<file path="src/rtl/fetch_seq_ctrl.sv">
// Instruction-fetch sequencer: merges hazard stalls, imem handshake, SYS halt and
// redirects into IF controls, holding redirects that land while IF is frozen.
module fetch_seq_ctrl #(
   parameter int MEM_TIMEOUT = 16,
   parameter int CNT_W       = 16
) (
   input  logic             CLK,
   input  logic             RESET,
   input  logic             pipe_stall,
   input  logic             sys_instr,
   input  logic             redirect_valid,
   input  logic [31:0]      redirect_pc,
   input  logic             im_ready,
   output logic             im_req,
   output logic             if_stall,
   output logic             if_req_alt_pc,
   output logic [31:0]      if_alt_pc,
   output logic             redirect_pending,
   output logic             halted,
   output logic             mem_err,
   output logic [CNT_W-1:0] stall_cnt
);

   localparam int WC_W = $clog2(MEM_TIMEOUT + 1);
   localparam logic [WC_W-1:0]  WC_ZERO  = {WC_W{1'b0}};
   localparam logic [WC_W-1:0]  WC_ONE   = {{(WC_W-1){1'b0}}, 1'b1};
   localparam logic [WC_W-1:0]  WC_LAST  = WC_W'(MEM_TIMEOUT - 1);
   localparam logic [CNT_W-1:0] CNT_ZERO = {CNT_W{1'b0}};
   localparam logic [CNT_W-1:0] CNT_ONE  = {{(CNT_W-1){1'b0}}, 1'b1};
   localparam logic [CNT_W-1:0] CNT_MAX  = {CNT_W{1'b1}};

   typedef enum logic [1:0] {
      ST_RUN  = 2'b00,
      ST_WAIT = 2'b01,
      ST_HALT = 2'b10
   } state_t;

   state_t            state_r,      state_s;
   logic [WC_W-1:0]   wait_cnt_r,   wait_cnt_s;
   logic              pend_valid_r, pend_valid_s;
   logic [31:0]       pend_pc_r,    pend_pc_s;
   logic              mem_err_r,    mem_err_s;
   logic [CNT_W-1:0]  stall_cnt_r,  stall_cnt_s;

   logic              im_req_s;
   logic              if_stall_s;
   logic              req_alt_s;
   logic [31:0]       alt_pc_s;
   logic              timeout_s;

   // State and bookkeeping registers.
   always_ff @(posedge CLK or negedge RESET) begin
      if (!RESET) begin
         state_r      <= ST_RUN;
         wait_cnt_r   <= WC_ZERO;
         pend_valid_r <= 1'b0;
         pend_pc_r    <= 32'h0000_0000;
         mem_err_r    <= 1'b0;
         stall_cnt_r  <= CNT_ZERO;
      end else begin
         state_r      <= state_s;
         wait_cnt_r   <= wait_cnt_s;
         pend_valid_r <= pend_valid_s;
         pend_pc_r    <= pend_pc_s;
         mem_err_r    <= mem_err_s;
         stall_cnt_r  <= stall_cnt_s;
      end
   end

   // Same-cycle IF controls; a live redirect outranks the held one.
   always_comb begin
      im_req_s   = (state_r != ST_HALT);
      if_stall_s = (state_r == ST_HALT) | pipe_stall | (im_req_s & ~im_ready);
      req_alt_s  = ~if_stall_s & (redirect_valid | pend_valid_r);
      if (redirect_valid) begin
         alt_pc_s = redirect_pc;
      end else if (pend_valid_r) begin
         alt_pc_s = pend_pc_r;
      end else begin
         alt_pc_s = 32'h0000_0000;
      end
   end

   // The first low cycle is counted on RUN->WAIT, so WAIT ends at MEM_TIMEOUT-1.
   always_comb begin
      timeout_s = (state_r == ST_WAIT) & ~im_ready & (wait_cnt_r == WC_LAST);
   end

   // Next-state logic; a memory timeout overrides every other transition.
   always_comb begin
      state_s    = state_r;
      wait_cnt_s = wait_cnt_r;
      mem_err_s  = mem_err_r;
      if (timeout_s) begin
         state_s    = ST_HALT;
         wait_cnt_s = WC_ZERO;
         mem_err_s  = 1'b1;
      end else begin
         case (state_r)
            ST_RUN: begin
               if (redirect_valid & ~if_stall_s) begin
                  state_s = ST_RUN;
               end else if (sys_instr & ~if_stall_s) begin
                  state_s = ST_HALT;
               end else if (im_req_s & ~im_ready) begin
                  state_s    = ST_WAIT;
                  wait_cnt_s = WC_ONE;
               end else begin
                  state_s = ST_RUN;
               end
            end
            ST_WAIT: begin
               if (im_ready) begin
                  state_s    = ST_RUN;
                  wait_cnt_s = WC_ZERO;
               end else begin
                  wait_cnt_s = wait_cnt_r + WC_ONE;
               end
            end
            ST_HALT: begin
               if (redirect_valid) begin
                  state_s = ST_RUN;
               end else begin
                  state_s = ST_HALT;
               end
            end
            default: begin
               state_s    = ST_RUN;
               wait_cnt_s = WC_ZERO;
            end
         endcase
      end
   end

   // Pending-redirect slot: newest stalled redirect overwrites, delivery clears.
   always_comb begin
      pend_valid_s = pend_valid_r;
      pend_pc_s    = pend_pc_r;
      if (redirect_valid & if_stall_s) begin
         pend_valid_s = 1'b1;
         pend_pc_s    = redirect_pc;
      end else if (req_alt_s) begin
         pend_valid_s = 1'b0;
      end else begin
         pend_valid_s = pend_valid_r;
      end
   end

   // Saturating count of stalled cycles.
   always_comb begin
      if (if_stall_s & (stall_cnt_r != CNT_MAX)) begin
         stall_cnt_s = stall_cnt_r + CNT_ONE;
      end else begin
         stall_cnt_s = stall_cnt_r;
      end
   end

   assign im_req           = im_req_s;
   assign if_stall         = if_stall_s;
   assign if_req_alt_pc    = req_alt_s;
   assign if_alt_pc        = alt_pc_s;
   assign redirect_pending = pend_valid_r;
   assign halted           = (state_r == ST_HALT);
   assign mem_err          = mem_err_r;
   assign stall_cnt        = stall_cnt_r;

endmodule

</file>
<file path="config.mk">
export PLATFORM = sky130hd
export DESIGN_NAME = fetch_seq_ctrl
export DESIGN_NICKNAME = d
export VERILOG_FILES = /design/src/rtl/fetch_seq_ctrl.sv
export SDC_FILE = /design/constraint.sdc
export NUM_CORES = 1
export LEC_CHECK = 0
export CAP_MARGIN = 20
export CORE_MARGIN = 1
export CORE_UTILIZATION = 46
export DETAILED_ROUTE_END_ITERATION = 8
export PLACE_DENSITY = 0.8
export SLEW_MARGIN = 20
export SYNTH_ARGS = -nofsm -noshare
export SYNTH_HDL_FRONTEND = slang
export SYNTH_SLANG_ARGS = --single-unit
</file>
<file path="constraint.sdc">
create_clock -name CLK -period 2.4 [get_ports CLK]
set_input_delay 0.24 -clock CLK [delete_from_list [all_inputs] [get_ports CLK]]
set_output_delay 0.24 -clock CLK [all_outputs]
set_load 0.02 [all_outputs]
</file>
======== After elaboration in Yosys (flattened, before gate mapping) ========
Index checks and enable logic that the tools add are counted.
word-level totals
  flip-flop bits (word level) ............. 57
  word-level logic and storage cells ...... 51
  bits of input ports ..................... 38
operators by class
  equality and inequality tests ........... 10
  bitwise operators ....................... 13
  mux-type cells .......................... 17
  reduce and logical (&&, ||, !) cells .... 3
  add/sub/neg operators ................... 2
operators with widths
  operator               number
  $mux 32                2
  $mux 5                 5
  $add 16x1->16 const B  1
  $ne 16x16->1 const B   1
  $pmux 5 s3             1
  $ne 3x3->1 const B     4
  $mux 2                 5
  $and 1x1->1            8
  $pmux 2 s3             1
  $add 5x1->5 const B    1
  $eq 5x4->1 const B     1
  $reduce_and 4->1       1
  $mux 1                 3
  $or 1x1->1             3
  $eq 2x1->1 const B     1
  $eq 2x2->1 const B     1
  $logic_not 2->1        1
  $ne 2x1->1 const B     1
  $ne 2x2->1 const B     1
  $not 1->1              2
  $reduce_bool 2->1      1

======== Logic depth before layout (Yosys ltp) ========
  depth after elaboration ................. 9
  gate-level depth with buffers ........... 7
  mapped depth without buffers ............ 6

======== Worst setup path after synthesis ========
No wires, ideal clock.
  path kind ............................... flip-flop to flip-flop
  start ................................... reg stall_cnt_r[0] (netlist: stall_cnt[0])
  end ..................................... reg stall_cnt_r[1] (netlist: stall_cnt[1])
  data arrival time ....................... 1.774 ns
  setup slack ............................. 0.499 ns
  library setup time ...................... 0.128 ns
  cell stages (with the launch flop) ...... 6
  period minus slack after synthesis ...... 1.901 ns
  cell sequence ........................... dfrtp_1 -> ha_1 -> nand3_1 -> or3_4 -> o21ai_2 -> mux2_1
between the ends
  word-level cells in the longest chain between the ends .. 2
  elaborated cells between the ends (all ways) .. 3
  classes of those cells .................. add/sub (1); eq/ne (1); bitwise (1)
RTL lines
  item                                                   line  source
  start, declared                                        43    logic [CNT_W-1:0] stall_cnt_r, stall_cnt_s;
  start signal, assigned                                 66    stall_cnt_r <= stall_cnt_s;
  branches (longest 2 deep; another with $add 16x1->16)  -
Parallel ways; which one is timed is not known.
A chain may end at the register's enable or synchronous reset.

======== Worst setup path after layout ========
  start ................................... reg state_r[0]
  end ..................................... out if_req_alt_pc
between the ends
  word-level cells in the longest chain between the ends .. 5
  elaborated cells between the ends (all ways) .. 7
  classes of those cells .................. eq/ne (2); bitwise (5)
RTL lines
  item                                       line    source
  start, declared                            38      state_t state_r, state_s;
  start signal, assigned                     61      state_r <= state_s;
  $eq 2x2->1 or $ne 2x2->1 (tied branches)   73, 72
  $or 1x1->1 or $and 1x1->1 (tied branches)  73      if_stall_s = (state_r == ST_HALT) | pipe_stall | (im_req_s & ~im_ready);
  $or 1x1->1 (*)                             73
  $not 1->1 (*)                              74      req_alt_s = ~if_stall_s & (redirect_valid | pend_valid_r);
  $and 1x1->1 (*)                            74
  end, declared                              16      output logic if_req_alt_pc,
Mark *: on every way between the ends. The rest lies on a longest branch, timed or not.

==> impl_summary.txt <==
----------------------------------------------------
[Setup path]
  Worst setup path category ... register to output port
  CP Data Required Time ... 2.16 ns
  CP startpoint ... state_r[0]
  Setup slack on the worst flop-to-flop path ... around 0.5 ns
  Crit path DAT ... 1.98 ns
  Worst reg2reg endpoint ... stall_cnt[1]
  Critical path capture point type ... output port
  Type of element launching the critical path ... register
  Reg-to-reg critical path startpoint ... stall_cnt[0]
  Cell count of the worst reg-to-reg path ... 5
  Crit Path Max Fanout ... 7

[Timing]
  Setup violators final ... 0
  Final Hold Fails ... 0
  Share of the clock period used by the worst path ... 0.925
  Unrepaired setup endpoints after global routing ... no
  Min Clock Period, post-route ... 2.22 ns
  Normalized max-slew margin ... 0.590
  Peak Freq ... roughly 450 MHz
  Transition time at the pin with the least slew margin ... between 0.6 and 0.7 ns
  Max Slew Vio Count ... 0
  Final setup skew ... between 0.003 and 0.004 ns
  Setup TNS ... 0 ns

[Power]
  Net switching fraction of the power ... 0.302
  Proportion of power drawn by combinational gates ... 0.296
  Power per cell area ... 777 mW/mm2
  Cell internal power dissipation ... 2.17 mW
  Switching pwr ... between 0.9 and 1 mW
  Flop pwr share ... 0.407
  Clock power share ... 0.296
  Worst-case vdd ir drop ... 0.722 mV
  Leakage power ... 1.70 nW

[Clocking]
  Clk root buf ... clkbuf_8
  CTS HTree Levels ... 3
  Clock-pin slew reported for the worst setup and hold paths after clock tree synthesis ... 0.06 ns
  Post CTS Setup Buffer Count ... 0
  Deepest clock path buffer count ... 2
  CTS buffer count ... 9
  Number of sinks driven by the clock tree ... 57
  Clock tree from TritonCTS ... built
  Clock latency on the worst-skew pair ... 0.33 ns

[Final layout]
  Post-route standard cell area excluding fillers ... between 0.004 and 0.005 mm2
  Area growth from synthesis to final layout ... 43.8%
  Number of standard cells in the layout, taps in and fillers out ... approximately 400
  Nets ... 366
  Share of post-route cells with drive strength above 1 ... 0.179
  Final antenna diode count ... 0
  Total of fill cells in the finished design ... 434

[Logic synthesis]
  Number of synthesized flops with an enable pin ... 0
  Number of synthesis warnings ... 0
  Post-synthesis share of cell area spent on full adders, half adders and majority gates ... 0.0135
  Dominant combinational cell family by area after synthesis ... compound AO/OA/AOI/OAI gates
  Register bit count reported by yosys ... 57
  Simple-gate portion of the synthesized area ... 0.107
  Post-synthesis share of cell area spent on xor and xnor gates ... 0.0409
  Synthesized instance count ... 225
  Prevailing post-synth register cell ... dfrtp_1
  Synthesized area divided by synthesized cell count ... 12.4 um2
  Mapped cell area ... ~0.0028 mm2
  Multiplexer share of the synthesized area ... 0.145
  Proportion of synthesized chip area in sequential cells ... 0.512
  Share of flip-flops with an asynchronous set or reset after synthesis ... 1.00
  Number of unique standard cell types used by synthesis ... 39
  Compound-gate portion of the synthesized area ... 0.153
  Number of nets produced by synthesis ... roughly 270

[Place]
  Last weighted congestion value of the routability-driven placer ... ~0.81
  HPWL Detailed ... roughly 4.6 mm
  I/O Buffers ... a little over 90
  Number of placed cells counting well taps ... 385
  Placed Area ... 0.00379 mm2

[Detailed routing]
  First DRT Iteration DRCs ... 67
  Number of nets still failing antenna checks after routing ... 0
  Routed vias/inst ... roughly 5.4
  Average wire per standard cell ... 15.5 um
  Via count of the routed design ... 2153
  Initial DRT Pass Iterations ... 4
  Post-route DRC ... 0
  Wire length reported by the detailed router ... 6.22 mm

[GRT]
  Initial antenna violation count ... 0
  Met3 usage ... 0.0503
  Global-route total usage across every layer ... 0.210
  Largest net degree at the start of global routing ... 33
  Wire length of the first global-routing pass ... 10.0 mm
  Fraction of met1 tracks used by global routing ... 0.266
  Number of global-route vias before repair ... 2110
  Met2 layer usage reported by global route ... 0.341
  Highest-utilization routing layer at the global route stage ... met2
  Global route total overflow ... 0

[Min path]
  Type of the most critical hold path ... register to register
  Launch instance of the worst min-delay path ... mem_err
  Hold Crit Endpoint ... mem_err
  Count of cells along the worst hold path ... 1

[Outcome]
  Status ... finished clean

[Floorplan]
  Total Die Area ... 0.00637 mm2
  Width of the die ... 79.8 um
  Boundary Pins ... 92
  CORE AREA ... around 0.0057 mm2
  Number of placement rows ... 27
  Die extent in y ... 79.8 um
  Initial core utilization ... 0.491

[Job]
  Number of violations of the max-capacitance limit ... 0

----------------------------------------------------
-- routing by layer --
layer / up-vias / part of all wire
met5: - / 0
met4: 0 / 0.017
met3: 8 / 0.050
met2: 74 / 0.47
met1: 1029 / 0.46
li1: 1042 / -
-- cell usage after synthesis, types with 2 or more instances --
cell      count  area [um2]
o21ai_0       3        15.0
clkbuf_1      7        26.3
buf_6         3        33.8
a22o_1       34         298
xnor2_1       7        61.3
a211oi_1      2        15.0
inv_2         2        7.51
nor2_1        7        26.3
nor4_1        4        25.0
and4_1        2        17.5
nand2b_1      3        18.8
mux2_1       12         135
xor2_1        6        52.6
o211ai_2      2        25.0
o31ai_1       2        15.0
inv_1         3        11.3
ha_1          3        37.5
nand3_1       7        35.0
mux2_2       24         270
nor3_1        4        20.0
nor2b_1       2        12.5
dfrtp_1      57        1430
and3_1        3        18.8
nand2_1      11        41.3
-- registers in the layout (all words and copies together), names as in the netlist --
signal and flops:
pend_pc_r 32, stall_cnt 16, wait_cnt_r 5, state_r 2, mem_err 1, redirect_pending 1
-- repair_timing --
item / CTS / global route
endpoints found under the hold margin: 26 / 0
gates resized for setup: 0 / 0
hold buffers: 1 / 0
-- power groups by stage --
stage | clock network [mW] | registers, mW | logic, mW
global placement | 0 | 1.28 | 0.914
finish | 0.923 | 1.27 | 0.923
CTS | 0.949 | 1.27 | 0.932
detailed placement | 0 | 1.28 | 0.926
global route | 0.991 | 1.29 | 0.995
floorplan | 0 | 1.34 | 0.423
-- worst max path at each step --
| stage | to | slack, ns | depth (start not counted) |
|---|---|---|---|
| floorplan | stall_cnt[1] | 0.50 | 5 |
| global placement | if_req_alt_pc | 0.31 | 6 |
| detailed placement | if_req_alt_pc | 0.29 | 6 |
| CTS | if_req_alt_pc | 0.15 | 6 |
| global route | if_req_alt_pc | 0.07 | 6 |
| finish | if_req_alt_pc | 0.18 | 6 |
-- kinds of logic (layout without fill, tap and decap cells) --
kind of cell / after synthesis / count (layout)
fa+ha+maj: 3 / 3
flops: 57 / 57
buf+inv: 15 / 120
simple gates: 51 / 51
compound gates: 50 / 50
mux: 36 / 36
xor+xnor: 13 / 13
-- worst max-delay path, stage by stage (launching register included) --
cell	delay (ns)
dfrtp_1	0.45
nand2b_4	0.18
inv_2	0.06
nor2_4	0.16
inv_2	0.08
nor2_1	0.11
clkdlybuf4s50_1	0.61
-- layout by cell type (no fill, tap or decap), drive strengths merged, types with 3 or more instances in the layout --
cell type	synthesis	layout
nor3	5	5
inv	5	5
clkdlybuf4s50	0	90
ha	3	3
mux2	36	36
xnor2	7	7
o21ai	4	4
nor2	8	8
nor4	4	4
nand2	12	12
nand2b	4	4
dfrtp	57	57
nand3	7	7
clkbuf	7	14
a22o	34	34
xor2	6	6
buf	3	8
o211ai	3	3
and3	3	3
-- metrics by stage --
stage | power (mW) | worst slack (ns) | hold slack, ns | utilization
floorplan | 1.77 | 0.499 | -0.0556 | -
global placement | 2.19 | 0.314 | 0.288 | 0.668
detailed placement | 2.21 | 0.286 | 0.296 | 0.668
CTS | 3.15 | 0.147 | 0.471 | 0.706
global route | 3.28 | 0.0653 | 0.498 | 0.706
finish | 3.11 | 0.180 | 0.464 | 0.706
-- layout make-up --
cell class,instances,area (um2),area share
Sequential cell,57,1430,0.356
Multi-Input combinational cell,153,1280,0.320
Tap cell,72,90.1,0.0225
Clock buffer,14,173,0.0431
Timing Repair Buffer,99,981,0.245
Clock inverter,2,35.0,0.00874
Inverter,5,18.8,0.00468
(Power assumes the default switching activity.)
